<file path="src/rtl/led_pattern_ctrl_if.sv">
// Runtime configuration port of led_pattern_ctrl.
// One accepted valid/ready beat rewrites one channel's mode, timing and brightness.
interface led_pattern_ctrl_if #(
    parameter int CHAN_W   = 2,
    parameter int PERIOD_W = 16,
    parameter int PWM_W    = 8,
    parameter int BURST_W  = 4
);
    logic                valid;
    logic                ready;
    logic [CHAN_W-1:0]   chan;
    logic [1:0]          mode;
    logic [PERIOD_W-1:0] half_period;
    logic [PWM_W-1:0]    duty;
    logic [BURST_W-1:0]  burst;

    modport master (output valid, chan, mode, half_period, duty, burst, input ready);
    modport slave  (input valid, chan, mode, half_period, duty, burst, output ready);
endinterface

</file>
<file path="src/rtl/led_pattern_ctrl.sv">
// Multi-channel LED pattern generator: shared tick prescaler, per-channel
// OFF/ON/BLINK/BURST sequencing, PWM brightness and a registered LED drive.
module led_pattern_ctrl #(
    parameter int CHANNELS = 4,
    parameter int CLK_HZ   = 50_000_000,
    parameter int TICK_HZ  = 1_000,
    parameter int PERIOD_W = 16,
    parameter int PWM_W    = 8,
    parameter int BURST_W  = 4
) (
    input  logic                clk,
    input  logic                rst,
    input  logic                enable,
    led_pattern_ctrl_if.slave   cfg,
    output logic                tick,
    output logic [CHANNELS-1:0] led
);
    localparam int DIV   = CLK_HZ / TICK_HZ;
    localparam int PRE_W = $clog2(DIV);
    localparam int CNT_W = PERIOD_W + 2;

    typedef enum logic [1:0] {MODE_OFF, MODE_ON, MODE_BLINK, MODE_BURST} mode_t;
    typedef enum logic [1:0] {FLASH_ON, FLASH_OFF, GAP} burst_state_t;

    logic [PRE_W-1:0]    pre_cnt;
    logic [PWM_W-1:0]    pwm_cnt;
    mode_t               mode        [CHANNELS];
    logic [PERIOD_W-1:0] half_period [CHANNELS];
    logic [PWM_W-1:0]    duty        [CHANNELS];
    logic [BURST_W-1:0]  burst       [CHANNELS];
    logic [CNT_W-1:0]    tick_cnt    [CHANNELS];
    logic [CNT_W-1:0]    limit       [CHANNELS];
    logic [BURST_W-1:0]  flashes     [CHANNELS];
    burst_state_t        state       [CHANNELS];
    logic [CHANNELS-1:0] phase;
    logic [CHANNELS-1:0] lit;
    logic [CHANNELS-1:0] bright;
    logic                write_ok;
    logic [PERIOD_W-1:0] cfg_hp;
    logic [BURST_W-1:0]  cfg_burst;

    assign tick      = (pre_cnt == PRE_W'(DIV - 1));
    assign write_ok  = cfg.valid && cfg.ready && (32'(cfg.chan) < CHANNELS);
    assign cfg_hp    = (cfg.half_period == '0) ? PERIOD_W'(1) : cfg.half_period;
    assign cfg_burst = (cfg.burst == '0) ? BURST_W'(1) : cfg.burst;

    always_ff @(posedge clk) begin
        if (rst) begin
            pre_cnt   <= '0;
            pwm_cnt   <= '0;
            cfg.ready <= 1'b0;
        end else begin
            pre_cnt   <= tick ? '0 : pre_cnt + 1'b1;
            pwm_cnt   <= pwm_cnt + 1'b1;
            cfg.ready <= 1'b1;
        end
    end

    // One shared tick counter per channel; the gap simply uses a 4x longer terminal count.
    always_comb begin
        for (int n = 0; n < CHANNELS; n++) begin
            limit[n] = (mode[n] == MODE_BURST && state[n] == GAP)
                     ? {half_period[n], 2'b00} : {2'b00, half_period[n]};
        end
    end

    always_ff @(posedge clk) begin
        for (int n = 0; n < CHANNELS; n++) begin
            if (rst) begin
                mode[n]        <= MODE_OFF;
                half_period[n] <= PERIOD_W'(1);
                duty[n]        <= '1;
                burst[n]       <= BURST_W'(1);
                tick_cnt[n]    <= '0;
                flashes[n]     <= BURST_W'(1);
                phase[n]       <= 1'b1;
                state[n]       <= FLASH_ON;
            end else if (write_ok && 32'(cfg.chan) == n) begin
                mode[n]        <= mode_t'(cfg.mode);
                half_period[n] <= cfg_hp;
                duty[n]        <= cfg.duty;
                burst[n]       <= cfg_burst;
                tick_cnt[n]    <= '0;
                flashes[n]     <= BURST_W'(1);
                phase[n]       <= 1'b1;
                state[n]       <= FLASH_ON;
            end else if (tick) begin
                if (tick_cnt[n] == limit[n] - 1'b1) begin
                    tick_cnt[n] <= '0;
                    if (mode[n] == MODE_BLINK) begin
                        phase[n] <= ~phase[n];
                    end
                    if (mode[n] == MODE_BURST) begin
                        case (state[n])
                            FLASH_ON:  state[n] <= FLASH_OFF;
                            FLASH_OFF: begin
                                if (flashes[n] == burst[n]) begin
                                    state[n] <= GAP;
                                end else begin
                                    state[n]   <= FLASH_ON;
                                    flashes[n] <= flashes[n] + 1'b1;
                                end
                            end
                            GAP: begin
                                state[n]   <= FLASH_ON;
                                flashes[n] <= BURST_W'(1);
                            end
                            default: state[n] <= FLASH_ON;
                        endcase
                    end
                end else begin
                    tick_cnt[n] <= tick_cnt[n] + 1'b1;
                end
            end
        end
    end

    always_comb begin
        lit    = '0;
        bright = '0;
        for (int n = 0; n < CHANNELS; n++) begin
            case (mode[n])
                MODE_ON:    lit[n] = 1'b1;
                MODE_BLINK: lit[n] = phase[n];
                MODE_BURST: lit[n] = (state[n] == FLASH_ON);
                default:    lit[n] = 1'b0;
            endcase
            bright[n] = (pwm_cnt < duty[n]) || (duty[n] == '1);
        end
    end

    always_ff @(posedge clk) begin
        if (rst) begin
            led <= '0;
        end else begin
            led <= lit & bright & {CHANNELS{enable}};
        end
    end
endmodule

</file>
<file path="src/flat_wrapper.sv">
// flat-port wrapper written by rule: the top's interface ports become plain ports
module led_pattern_ctrl_flat 
#(
    parameter int CHANNELS = 4,
    parameter int CLK_HZ   = 50_000_000,
    parameter int TICK_HZ  = 1_000,
    parameter int PERIOD_W = 16,
    parameter int PWM_W    = 8,
    parameter int BURST_W  = 4
)
  (clk, rst, enable, tick, led, cfg_valid, cfg_chan, cfg_mode, cfg_half_period, cfg_duty, cfg_burst, cfg_ready);
  led_pattern_ctrl_if #(.CHAN_W(2), .PERIOD_W(PERIOD_W), .PWM_W(PWM_W), .BURST_W(BURST_W)) cfg_i ();
  input  logic clk;
  input  logic rst;
  input  logic enable;
  output logic tick;
  output logic [CHANNELS-1:0] led;
  input wire logic [$bits(cfg_i.valid)-1:0] cfg_valid;
  input wire logic [$bits(cfg_i.chan)-1:0] cfg_chan;
  input wire logic [$bits(cfg_i.mode)-1:0] cfg_mode;
  input wire logic [$bits(cfg_i.half_period)-1:0] cfg_half_period;
  input wire logic [$bits(cfg_i.duty)-1:0] cfg_duty;
  input wire logic [$bits(cfg_i.burst)-1:0] cfg_burst;
  output wire logic [$bits(cfg_i.ready)-1:0] cfg_ready;
  assign cfg_i.valid = cfg_valid;
  assign cfg_i.chan = cfg_chan;
  assign cfg_i.mode = cfg_mode;
  assign cfg_i.half_period = cfg_half_period;
  assign cfg_i.duty = cfg_duty;
  assign cfg_i.burst = cfg_burst;
  assign cfg_ready = cfg_i.ready;
  led_pattern_ctrl #(.CHANNELS(CHANNELS), .CLK_HZ(CLK_HZ), .TICK_HZ(TICK_HZ), .PERIOD_W(PERIOD_W), .PWM_W(PWM_W), .BURST_W(BURST_W)) u_core (.clk(clk), .rst(rst), .enable(enable), .cfg(cfg_i), .tick(tick), .led(led));
endmodule
</file>
<file path="config.mk">
export PLATFORM = sky130hd
export DESIGN_NAME = led_pattern_ctrl_flat
export DESIGN_NICKNAME = d
export VERILOG_FILES = /design/src/rtl/led_pattern_ctrl_if.sv /design/src/rtl/led_pattern_ctrl.sv /design/src/flat_wrapper.sv
export SDC_FILE = /design/constraint.sdc
export NUM_CORES = 1
export LEC_CHECK = 0
export BUFFER_PORTS_ARGS = -buffer_cell sky130_fd_sc_hd__buf_2
export CORE_UTILIZATION = 64
export DETAILED_ROUTE_END_ITERATION = 7
export PLACE_DENSITY = 0.87
export SLEW_MARGIN = 20
export SYNTH_ARGS = -nofsm -noshare
export SYNTH_HDL_FRONTEND = slang
export SYNTH_SLANG_ARGS = --single-unit
</file>
<file path="constraint.sdc">
create_clock -name clk -period 4.9 [get_ports clk]
set_input_delay 0.245 -clock clk [delete_from_list [all_inputs] [get_ports clk]]
set_output_delay 0.245 -clock clk [all_outputs]
set_load 0.01 [all_outputs]
</file>
# After elaboration in Yosys (flattened, before gate mapping)
# Memories as Yosys holds them, arrays and structs flattened.
# Index checks and enable logic that the tools add are counted.
[totals] regBits=33 ramBits=216 input_bits=36 elab_cells=449 mem_count=7
[classes] addsub=14 order_cmp=4 eq_ne=36 muxes=277 n_bitwise=70 reduce_logical=33
[mem_list] memory="u_core.tick_cnt" words=4 word_bits=18 rd=4 rd_ports_with_merged_regs=0 write_ports=4 line_no="led_pattern_ctrl.sv:31" source="logic [CNT_W-1:0] tick_cnt [CHANNELS];"
[mem_list] memory="u_core.half_period" words=4 word_bits=16 rd=4 rd_ports_with_merged_regs=0 write_ports=4 line_no="led_pattern_ctrl.sv:28" source="logic [PERIOD_W-1:0] half_period [CHANNELS];"
[mem_list] memory="u_core.duty" words=4 word_bits=8 rd=4 rd_ports_with_merged_regs=0 write_ports=4 line_no="led_pattern_ctrl.sv:29" source="logic [PWM_W-1:0] duty [CHANNELS];"
[mem_list] memory="u_core.burst" words=4 word_bits=4 rd=4 rd_ports_with_merged_regs=0 write_ports=4 line_no="led_pattern_ctrl.sv:30" source="logic [BURST_W-1:0] burst [CHANNELS];"
[mem_list] memory="u_core.flashes" words=4 word_bits=4 rd=4 rd_ports_with_merged_regs=0 write_ports=4 line_no="led_pattern_ctrl.sv:33" source="logic [BURST_W-1:0] flashes [CHANNELS];"
[mem_list] memory="u_core.mode" words=4 word_bits=2 rd=4 rd_ports_with_merged_regs=0 write_ports=4 line_no="led_pattern_ctrl.sv:27" source="mode_t mode [CHANNELS];"
[mem_list] memory="+1 memories"
[op_table] operator="$mux W18" count=16
[op_table] operator="$mux W1" count=203
[op_table] operator="$mux W16" count=5
[op_table] operator="$add A18 B1 Y18 const B" count=4
[op_table] operator="$eq A18 B18 Y1" count=4
[op_table] operator="$sub A18 B1 Y18 const B" count=4
[op_table] operator="$mux W4" count=17
[op_table] operator="$or A1 B1 Y1" count=64
[op_table] operator="$mux W2" count=28
[op_table] operator="$eq A8 B8 Y1 const B" count=4
[op_table] operator="$lt A8 B8 Y1" count=4
[op_table] operator="$mux W8" count=4
[op_table] operator="$eq A2 B2 Y1 const B" count=14
[op_table] operator="$eq A2 B1 Y1 const B" count=9
[op_table] operator="$add A16 B1 Y16 const B" count=1
[op_table] operator="$add A4 B1 Y4 const B" count=4
[op_table] operator="$eq A16 B16 Y1 const B" count=1
[op_table] operator="$eq A4 B4 Y1" count=4
[op_table] operator="$logic_not A16 Y1" count=1
[op_table] operator="$pmux W1 S3" count=4
[op_table] operator="$reduce_and A3 Y1" count=4
[op_table] operator="$reduce_or A3 Y1" count=4
[op_table] operator="$logic_not A2 Y1" count=5
[op_table] operator="$reduce_or A2 Y1" count=5
[op_table] operator="6 further kinds" count=21

# Depth between registers and ports, before layout
# Gate-level depths: netlist (run 1).
[depth] ltp_word=15 mapped_depth=15 mapped_depth_nobuf=11

# Worst setup path before layout (run 1)
# Ideal clock, no wire load.
[synth_timing] path_type="reg2reg" start="memory u_core.state[2][0] in the netlist's numbering" end="memory u_core.flashes[2][0], enable pin" setup_time_ns=0.361 t_arrival_ns=3.667 slack_ns=0.872 stages_incl_launch_ff=13 period_less_slack_ns=4.028 path_cell_list="edfxtp_1 -> nand4b_1 -> clkbuf_1 -> clkbuf_1 -> nand2_1 -> ha_1 -> nand2_1 -> a2111oi_0 -> xnor2_1 -> nand2_1 -> a2111o_1 -> or4_1 -> o21ai_0"
[synth_rtl] item="start, declared" line_no="led_pattern_ctrl.sv:34" source="burst_state_t state [CHANNELS];"
[synth_rtl] item="end, declared" line_no="led_pattern_ctrl.sv:33"

==> flow_metrics.py, run 1 <==
metrics = {
    "final_layout": {
        "stdcell_count": 2040,
        "multi_input_area_um2": 8520,
        "num-fill-cells": 1729,
        "design_area_um2": 17600,
        "syn_to_final_growth_pct": 8.55,
        "regArea_um2": 7150,
        "nNetsFinal": 1772,
        "drive_above_1_share_pct": 7.81,
    },
    "sta": {
        "clock-skew-final_ns": 0.0126,
        "final-hold-violation-count": 0,
        "min_period_ns": 4.20,
        "max_freq_mhz": 238,
        "slew_violations": 0,
        "setup_tns_ns": 0,
        "worstMarginPinSlew_ns": 0.928,
        "slew_headroom_pct": 38.0,
        "setup_viol": 0,
        "rsz0062_at_grt": "false",
        "finalCritPeriodShare_pct": 85.7,
    },
    "placed_design": {
        "hpwlAfterDp_um": 27500,
        "gp_congestion": 0.947,
        "place_area_um2": 16600,
        "dpl.cell_count": 1985,
        "port_buffers": 41,
    },
    "yosys": {
        "synthFlopType": "edfxtp_1",
        "synthCells": 1681,
        "ys_ff_latch": 249,
        "seq_area_frac_synth_pct": 44.1,
        "yosysUniqueCellTypes": 79,
        "synth_nets": 1759,
        "synthArstFlopShare_pct": 0,
        "synthesis.area_um2": 16200,
        "ys.warnings.count": 0,
        "syn_area_per_cell_um2": 9.64,
        "synth_edf_count": 216,
    },
    "global_route": {
        "first_global_vias": 12482,
        "grt_pass1_wl_um": 63200,
        "grt.met2_usage_pct": 49.5,
        "antenna_found_initial": 1,
        "grt_use_total_pct": 30.3,
        "grt_max_degree": 33,
        "met3_usage_pct": 4.06,
        "grt_most_used_layer": "met2",
        "overflow": 0,
        "grtUsageMet1_pct": 40.9,
    },
    "setup_path": {
        "path_max_fanout": 11,
        "crit_path_end_kind": "flip-flop",
        "critPathArrivalTime_ns": 4.40,
        "worstSetupPathType": "flip-flop to flip-flop",
        "required_ns": 5.10,
        "cp-start-kind": "flip-flop",
    },
    "pwr": {
        "ir_worst_vdd_mv": 0.363,
        "powerDensity_nw_per_um2": 291,
        "clock_power_share_pct": 41.7,
        "p_comb_share_pct": 9.4,
        "switching_share_pct": 25.1,
        "pwr-share-seq_pct": 48.9,
        "power.switching_mw": 1.28,
        "internal_power_mw": 3.83,
        "leakage_nw": 6.93,
        "finalPower_mw": 5.12,
    },
    "clock_network": {
        "worstSkewPairLatency_ns": 0.56,
        "clk_path_buf_depth": 3,
        "cts-root-buf": "clkbuf_16",
        "cts.clk_slew.worst_paths_ns": 0.07,
        "cts_inserted_buffers": 27,
        "cts_setup_buffers": 0,
        "cts_tree": "yes",
        "hold_buffers": 4,
        "cts_sinks": 249,
        "cts-resized-gates": 0,
        "htreeDepth": 1,
    },
    "detailed_routing": {
        "antenna_left": 0,
        "drtIter0Drc": 1436,
        "avgViaCountPerCell": 6.41,
        "vias": 13073,
        "drc": 0,
        "drt-wirelength-per-cell_um": 19.2,
        "wl_um": 39200,
        "drt_first_pass_iters": 7,
    },
    "die": {
        "ios": 42,
        "die_w_um": 161,
        "die_height_um": 161,
        "die_area_um2": 26000,
        "core_um2": 24600,
        "row_count": 57,
        "start_util_pct": 65.9,
    },
    "status": {
        "status": "finished, final reports clean",
    },
    "flow_run": {
        "max_cap_violations": 0,
    },
    "min_path": {
        "worstHoldPathType": "primary input to flip-flop",
    },
}
## final cells by class
| class | count | share of cell area, % |
|---|---|---|
| Timing Repair Buffer | 58 | 1.95 |
| Multi-Input combinational cell | 1291 | 48.4 |
| Sequential cell | 249 | 40.6 |
| Inverter | 67 | 1.43 |
| Antenna cell | 1 | 0.0142 |
| Clock inverter | 19 | 1.29 |
| Clock buffer | 31 | 3.98 |
| Tap cell | 324 | 2.30 |
## per-layer routing
layer	vias up	share of wire (%)
met5	-	0
met4	0	3.7
met3	108	7.9
met2	590	47
met1	6240	42
li1	6135	-
## cell families after synthesis
logic type	synth area share (%)
and+or+nand+nor	25.4
xor gates and xnor gates	10.4
AOI/OAI and AO/OA	9.93
buffers and inverters	3.50
muxes	3.42
adders and majority gates	3.24
DFF	44.1
## critical path, cell delays in order (launching register included)
cell and delay, ns:
edfxtp_1 0.45, nand4b_1 0.50, nand2_1 0.20, ha_1 0.29
nand2_1 0.10, a2111oi_0 0.52, xnor2_1 0.20, nand2_1 0.08
a2111o_1 0.40, or4_1 0.61, o21ai_0 0.50
## path summary, 6_finish.rpt
| path | from | to | slack (ns) | depth (start not counted) |
|---|---|---|---|---|
| max | u_core.state[2][0]$_SDFFCE_PP0P_ | u_core.flashes[2][3]$_SDFFCE_PP0P_ | 0.70 | 10 |
| min | cfg_duty[5] | u_core.duty[2][5]$_SDFFCE_PN1P_ | 0.03 | 2 |
| max reg2reg | u_core.state[2][0]$_SDFFCE_PP0P_ | u_core.flashes[2][3]$_SDFFCE_PP0P_ | 0.70 | 10 |
| min reg2reg | u_core.pre_cnt[0]$_SDFF_PP0_ | u_core.pre_cnt[0]$_SDFF_PP0_ | 0.49 | 1 |
## layout by cell type (no fill, tap or decap), types with 9 or more instances in the layout
cell       Yosys  final
dfxtp_1       33     33
o211a_1       10     10
nor2b_1       14     14
and3_1        36     36
nand3_1       73     73
nand4b_1       9      9
nor2_1       163    162
mux2i_1       52     52
and4_1        10     10
nand4_1       35     35
inv_1         67     66
a21oi_1       41     41
buf_2          8     41
and2_1        93     93
a21o_1        27     27
ha_1          42     42
and4b_1        9      9
xnor2_1      117    117
or2_2         10     10
a211oi_1      10     10
or3_1         26     26
o21ai_0       55     55
edfxtp_1     216    216
nand2b_1      38     38
buf_4          1     13
clkbuf_16      0     27
nand2_1      122    122
nor4_1        27     26
nor3_1        69     67
a31oi_1       13     13
xor2_1        68     68
or4_1         11     11
## state kept, by name, summed over array words and instances (netlist names)
signal              count
u_core.pre_cnt         16
u_core.tick_cnt        72
u_core.cfg.ready        1
u_core.state            8
u_core.pwm_cnt          8
u_core.burst           16
u_core.mode             8
u_core.phase            4
u_core.led              4
u_core.duty            32
u_core.half_period     64
u_core.flashes         16
## power groups by stage
stage	Clock (mW)	Sequential (mW)	Combinational [mW]
finish	2.13	2.50	0.481
detailed placement	0	2.54	0.464
global route	2.22	2.51	0.525
floorplan	0	2.49	0.362
CTS	2.15	2.50	0.473
global placement	0	2.54	0.451
## cells in the mapped netlist, drive strengths merged (8+ instances only)
cell	count	area share (%)
nor3	69	2.1
nor2	163	3.8
dfxtp	33	4.1
a2111oi	8	0.56
nand3	74	2.3
a21oi	41	1.3
and2	93	3.6
ha	42	3.2
and3	36	1.4
a31oi	13	0.50
nand2	122	2.8
xor2	68	3.7
edfxtp	216	40
and4b	9	0.56
o21ai	57	1.8
or3	26	1.0
nand2b	38	1.5
a21o	27	1.3
nand4b	9	0.49
xnor2	117	6.3
clkbuf	57	1.3
and4	10	0.54
or2	10	0.39
o211a	10	0.62
a211oi	10	0.46
inv	67	1.6
or4	12	0.58
nor4	30	1.3
buf	17	0.62
nand4	35	1.4
nor2b	14	0.54
mux2i	52	3.2
## through the flow
| stage | utilization, % | worst slack [ns] | hold slack, ns |
|---|---|---|---|
| after floorplan | - | 0.872 | 0.353 |
| after global placement | 67.6 | 0.958 | 0.444 |
| after detailed placement | 67.6 | 0.791 | 0.459 |
| after CTS | 71.5 | 0.746 | 0.00237 |
| after global routing | 71.5 | 0.487 | 0.0166 |
| final | 71.5 | 0.703 | 0.0265 |
(Power assumes the default switching activity.)
==> inputs of run 2 (changes only) <==
- CORE_UTILIZATION: 64 -> 55
- PLACE_DENSITY: 0.87 -> 0.78
- clock period: 4.9 -> 3.95 ns (I/O delays scaled with it)
==> flow_metrics.py, run 2 (synthesized netlist as in run 1, its figures left out) <==
metrics = {
    "final_layout": {
        "n_antenna_cell": 0,
        "final_util_pct": 61.9,
        "largest_register_ffs": 72,
        "num-fill-cells": 2367,
        "drive_above_1_share_pct": 8.77,
        "layout_common_cells": "216 x edfxtp_1, 163 x nor2_1, 122 x nand2_1, 117 x xnor2_1, 93 x and2_1",
        "syn_to_final_growth_pct": 10.2,
        "regMostFlops": "u_core.tick_cnt",
        "top_regs": "u_core.tick_cnt (72), u_core.half_period (64), u_core.duty (32)",
        "final_common_cell": "edfxtp_1",
        "nNetsFinal": 1802,
    },
    "die": {
        "die_w_um": 174,
        "start_util_pct": 56.2,
        "core_um2": 28900,
        "die_area_um2": 30200,
        "ios": 42,
        "die_height_um": 174,
        "row_count": 62,
    },
    "sta": {
        "min_period_ns": 3.66,
        "max_freq_mhz": 273,
        "final-hold-violation-count": 0,
        "clock-skew-final_ns": 0.00775,
        "slew_headroom_pct": 47.7,
        "hold_ws_ns": 0.0710,
        "finalCritPeriodShare_pct": 92.6,
        "worstMarginPinSlew_ns": 0.783,
        "slew_violations": 0,
        "rsz0062_at_grt": "false",
        "setup_viol": 0,
        "final.setup.worst_slack_ns": 0.293,
        "setup_tns_ns": 0,
    },
    "setup_path": {
        "worstSetupPathType": "flip-flop to flip-flop",
        "crit_path_start": "u_core.state[1][1]$_SDFFCE_PP0P_",
        "cp_cell_sequence": "and4b_1 -> a2111oi_0 -> nor3_1 -> nor4b_1 -> o22ai_1 -> nor4_1 -> nand4_1 -> or3b_2",
        "required_ns": 4.23,
        "critPathTopFamily": "simple AND/OR/NAND/NOR gates",
        "worstReg2RegStart": "u_core.state[1][1]$_SDFFCE_PP0P_",
        "cpPeakStageDelay_ns": 0.60,
        "critPathArrivalTime_ns": 3.94,
        "crit_path_end_kind": "flip-flop",
        "path_max_fanout": 15,
        "cp-start-kind": "flip-flop",
        "crit_buf_inv": 0,
        "cpMaxStageDelayCell": "a2111oi_0",
    },
    "pwr": {
        "powerDensity_nw_per_um2": 346,
        "ir_worst_vdd_mv": 0.346,
        "leakage_nw": 7.04,
        "finalPower_mw": 6.18,
    },
    "detailed_routing": {
        "drt-wirelength-per-cell_um": 18.2,
        "wl_um": 38700,
        "drt_first_pass_iters": 5,
        "avgViaCountPerCell": 6.01,
        "drc": 0,
        "antenna_left": 0,
        "drtIter0Drc": 1223,
        "vias": 12798,
    },
    "min_path": {
        "hp-start": "cfg_half_period[3]",
        "worstHoldPathType": "primary input to flip-flop",
    },
    "clock_network": {
        "htreeDepth": 1,
        "cts_tree": "yes",
        "worstSkewPairLatency_ns": 0.54,
        "clk_path_buf_depth": 3,
        "cts_inserted_buffers": 28,
        "cts.clk_slew.worst_paths_ns": 0.06,
        "cts-root-buf": "clkbuf_16",
        "cts_sinks": 249,
    },
    "global_route": {
        "grt_use_total_pct": 25.5,
        "grt_pass1_wl_um": 62000,
        "antenna_found_initial": 2,
        "overflow": 0,
        "first_global_vias": 12093,
        "grt_max_degree": 33,
    },
    "placed_design": {
        "hpwlAfterDp_um": 27800,
        "gp_congestion": 0.973,
        "port_buffers": 41,
        "dp_slack_ns": 0.00599,
    },
    "flow_run": {
        "max_cap_violations": 0,
    },
    "status": {
        "status": "finished, final reports clean",
    },
}
[run 2: cell types whose count changed in the layout (fill, tap and decap cells not counted), sizes merged]
cell	before	now
clkinvlp	0	1
dlygate4sd3	4	9
buf	54	78
diode	1	0
inv	69	67
clkinv	13	11
bufinv	4	1
clkbuf	31	38
[run 2: what timing repair did]
action	4_1_cts	5_1_grt
hold buffers	9	0
hold endpoints to repair	36	0
setup buffers	0	0
gates resized for setup	0	5
setup endpoints to repair	0	30
[run 2: area by class of cell]
type | instances | area [um2] | area share, %
Timing Repair Buffer | 87 | 573 | 3.21
Tap cell | 384 | 480 | 2.69
Inverter | 67 | 251 | 1.41
Clock buffer | 38 | 779 | 4.36
Sequential cell | 249 | 7150 | 40.0
Multi-Input combinational cell | 1291 | 8540 | 47.8
Clock inverter | 13 | 91.3 | 0.511
[run 2: power by group]
group	internal [mW]	total (mW)	leakage, nW	switching [mW]
clock	1.44	2.47	0.428	1.03
sequential	2.96	3.10	2.44	0.137
combinational	0.254	0.610	4.17	0.356
total	4.65	6.18	7.04	1.52
[run 2: routing by layer]
layer	share of wire [%]	global-route usage, %	routed length (um)
met1	44	35.1	16900
met2	46	41.1	17700
met3	7.3	3.68	2840
met4	3.4	9.36	1320
met5	0	0	0
[run 2: path summary, 6_finish.rpt]
path              cells past startpoint  slack [ns]                                endpoint
hold reg to reg                       1        0.47            u_core.pre_cnt[0]$_SDFF_PP0_
setup / recovery                      8        0.29      u_core.flashes[1][0]$_SDFFCE_PP1P_
setup reg to reg                      8        0.29      u_core.flashes[1][0]$_SDFFCE_PP1P_
hold / removal                        2        0.07  u_core.half_period[3][3]$_SDFFCE_PN0P_
[run 2: stage by stage]
stage / instance area [um2] / cells
final: 17900 / 2129
after global routing: 17900 / 2129
after CTS: 17800 / 2129
after detailed placement: 16900 / 2069
after global placement: 16900 / 2069
after floorplan: 16200 / 1681
[run 2: worst register-to-register path: stages, from the launching register on]
cell and delay (ns):
edfxtp_1 0.44, and4b_1 0.46, a2111oi_0 0.60, nor3_1 0.11, nor4b_1 0.42, o22ai_1 0.22, nor4_1 0.40, nand4_1 0.26
or3b_2 0.49
==> inputs of run 3 (changes only) <==
- CORE_UTILIZATION: 55 -> 30
- PLACE_DENSITY: 0.78 -> 0.5
==> flow_metrics.py, run 3 (synthesized netlist as in run 1, its figures left out) <==
metrics = {
    "detailed_routing": {
        "drt_first_pass_iters": 5,
        "drc": 0,
        "antenna_left": 0,
        "drt-wirelength-per-cell_um": 17.6,
        "vias": 12550,
        "wl_um": 43100,
        "avgViaCountPerCell": 5.12,
        "drtIter0Drc": 797,
    },
    "setup_path": {
        "r2r_end": "u_core.tick_cnt[1][14]$_SDFFCE_PN0P_",
        "path_max_fanout": 18,
        "worstSetupPathType": "flip-flop to flip-flop",
        "worstReg2RegStart": "u_core.state[1][0]$_SDFFCE_PP0P_",
        "critPathArrivalTime_ns": 4.11,
        "reg2reg_slack_ns": 0.17,
        "crit_path_end_kind": "flip-flop",
        "cp-start-kind": "flip-flop",
        "required_ns": 4.28,
        "crit_path_start": "u_core.state[1][0]$_SDFFCE_PP0P_",
        "r2r_cells": 12,
    },
    "clock_network": {
        "worstSkewPairLatency_ns": 0.59,
        "cts_setup_buffers": 0,
        "cts.clk_slew.worst_paths_ns": 0.06,
        "clk_path_buf_depth": 3,
        "htreeDepth": 1,
        "cts_tree": "yes",
        "cts_inserted_buffers": 31,
        "cts-root-buf": "clkbuf_16",
        "cts_sinks": 249,
    },
    "global_route": {
        "overflow": 0,
        "first_global_vias": 12216,
        "grt_use_total_pct": 15.8,
        "antenna_found_initial": 3,
        "grt_pass1_wl_um": 68400,
        "grt_max_degree": 33,
    },
    "final_layout": {
        "top_regs": "u_core.tick_cnt (72), u_core.half_period (64), u_core.duty (32)",
        "regMostFlops": "u_core.tick_cnt",
        "design_area_um2": 18500,
        "nNetsFinal": 1811,
        "final_common_cell": "edfxtp_1",
        "layout_common_cells": "216 x edfxtp_1, 163 x nor2_1, 122 x nand2_1, 117 x xnor2_1, 93 x and2_1",
        "syn_to_final_growth_pct": 14.1,
        "stdcell_count": 2449,
        "largest_register_ffs": 72,
        "drive_above_1_share_pct": 9.61,
    },
    "sta": {
        "setup_viol": 0,
        "rsz0062_at_grt": "true",
        "worstMarginPinSlew_ns": 0.778,
        "finalCritPeriodShare_pct": 95.8,
        "clock-skew-final_ns": 0.0156,
        "min_period_ns": 3.78,
        "slew_violations": 0,
        "final-hold-violation-count": 0,
        "hold_ws_ns": 0.0516,
        "slew_headroom_pct": 47.5,
        "max_freq_mhz": 264,
    },
    "min_path": {
        "hold-path-cell-count": 2,
        "worstHoldPathType": "primary input to flip-flop",
        "min_to": "u_core.mode[1][1]$_SDFFCE_PN0P_",
        "hp-start": "cfg_mode[1]",
    },
    "pwr": {
        "finalPower_mw": 6.67,
        "internal_power_mw": 4.98,
        "pwr-share-seq_pct": 46.5,
        "powerDensity_nw_per_um2": 360,
        "leakage_nw": 7.16,
        "power.switching_mw": 1.69,
        "p_comb_share_pct": 9.4,
        "ir_worst_vdd_mv": 0.299,
        "clock_power_share_pct": 44.1,
        "switching_share_pct": 25.3,
    },
    "die": {
        "die_area_um2": 55000,
        "ios": 42,
        "core_um2": 53000,
        "die_height_um": 234,
        "start_util_pct": 30.6,
        "die_w_um": 234,
        "row_count": 84,
    },
    "placed_design": {
        "dpl.cell_count": 2377,
        "place_area_um2": 17300,
        "hpwlAfterDp_um": 31500,
        "gp_congestion": 0.888,
        "port_buffers": 41,
    },
    "status": {
        "status": "finished, final reports clean",
    },
    "flow_run": {
        "max_cap_violations": 0,
    },
}
run 3: changes by cell type in the layout (fill, tap and decap cells not counted), moves of 2 or more:
| cell | delta |
|---|---|
| buf_4 | +4 |
| bufinv_16 | +3 |
| clkbuf_16 | +2 |
| diode_2 | +3 |
| dlygate4sd3_1 | +2 |
| nor4_1 | -2 |
| nor4_2 | +2 |
| o21ai_1 | -2 |
run 3: stage by stage:
| stage | worst slack, ns | TNS, ns | util, % |
|---|---|---|---|
| 6_report | 0.165 | 0 | 34.9 |
| 5_1_grt | -0.0645 | -1.00 | 34.9 |
| 4_1_cts | 0.0715 | 0 | 34.8 |
| 3_5_place_dp | -0.0830 | -0.255 | 32.6 |
| 3_3_place_gp | 0.0115 | 0 | 32.6 |
| 2_1_floorplan | 0.0269 | 0 | - |
run 3: power by group through the flow:
stage                     Clock, mW  Combinational (mW)  Sequential (mW)
after floorplan                   0               0.449             3.09
after global placement            0               0.607             3.15
after detailed placement          0               0.613             3.15
after CTS                      3.01               0.626             3.10
after global routing           3.10               0.694             3.12
final                          2.94               0.626             3.10
run 3: final cells by class:
cell class / count / area, um2
multi-input cells: 1291 / 8560
flip-flops and latches: 249 / 7150
diodes: 3 / 7.51
repair buffers: 93 / 623
clock inverters: 18 / 211
inverters: 67 / 251
clock buffers: 40 / 840
well taps: 688 / 861
fillers: 5469 / 34500
run 3: timing repair:
item	CTS	global route
hold endpoints to repair	42	0
hold buffers	11	0
gates resized for setup	1	7
setup endpoints to repair	8	30
gates cloned	0	0
run 3: critical path: stages, from the launching register on:
cell	delay, ns
edfxtp_1	0.43
nand4b_1	0.36
nand2_1	0.16
ha_1	0.24
nand2b_1	0.08
or4_1	0.50
a2111oi_4	0.43
and3_1	0.23
a31oi_1	0.17
nor4_2	0.42
and2_1	0.18
buf_4	0.23
nor3_1	0.08
run 3: routing by layer:
metal	track usage (%)	vias to the layer above	routed length (um)
li1	-	6214	-
met1	21.9	6071	20900
met2	25.6	213	19800
met3	2.18	52	1450
met4	4.09	0	1010
met5	0	-	0
run 3: how the worst max path moves through the flow:
stage | end | slack (ns) | cells past startpoint
final | u_core.tick_cnt[1][14]$_SDFFCE_PN0P_ | 0.17 | 12
after global placement | u_core.state[1][0]$_SDFFCE_PP0P_ | 0.01 | 11
after floorplan | u_core.flashes[0][0]$_SDFFCE_PP1P_ | 0.03 | 12
after detailed placement | u_core.state[1][1]$_SDFFCE_PP0P_ | -0.08 | 11
after global routing | u_core.tick_cnt[1][13]$_SDFFCE_PN0P_ | -0.06 | 12
after CTS | u_core.state[1][0]$_SDFFCE_PP0P_ | 0.07 | 11
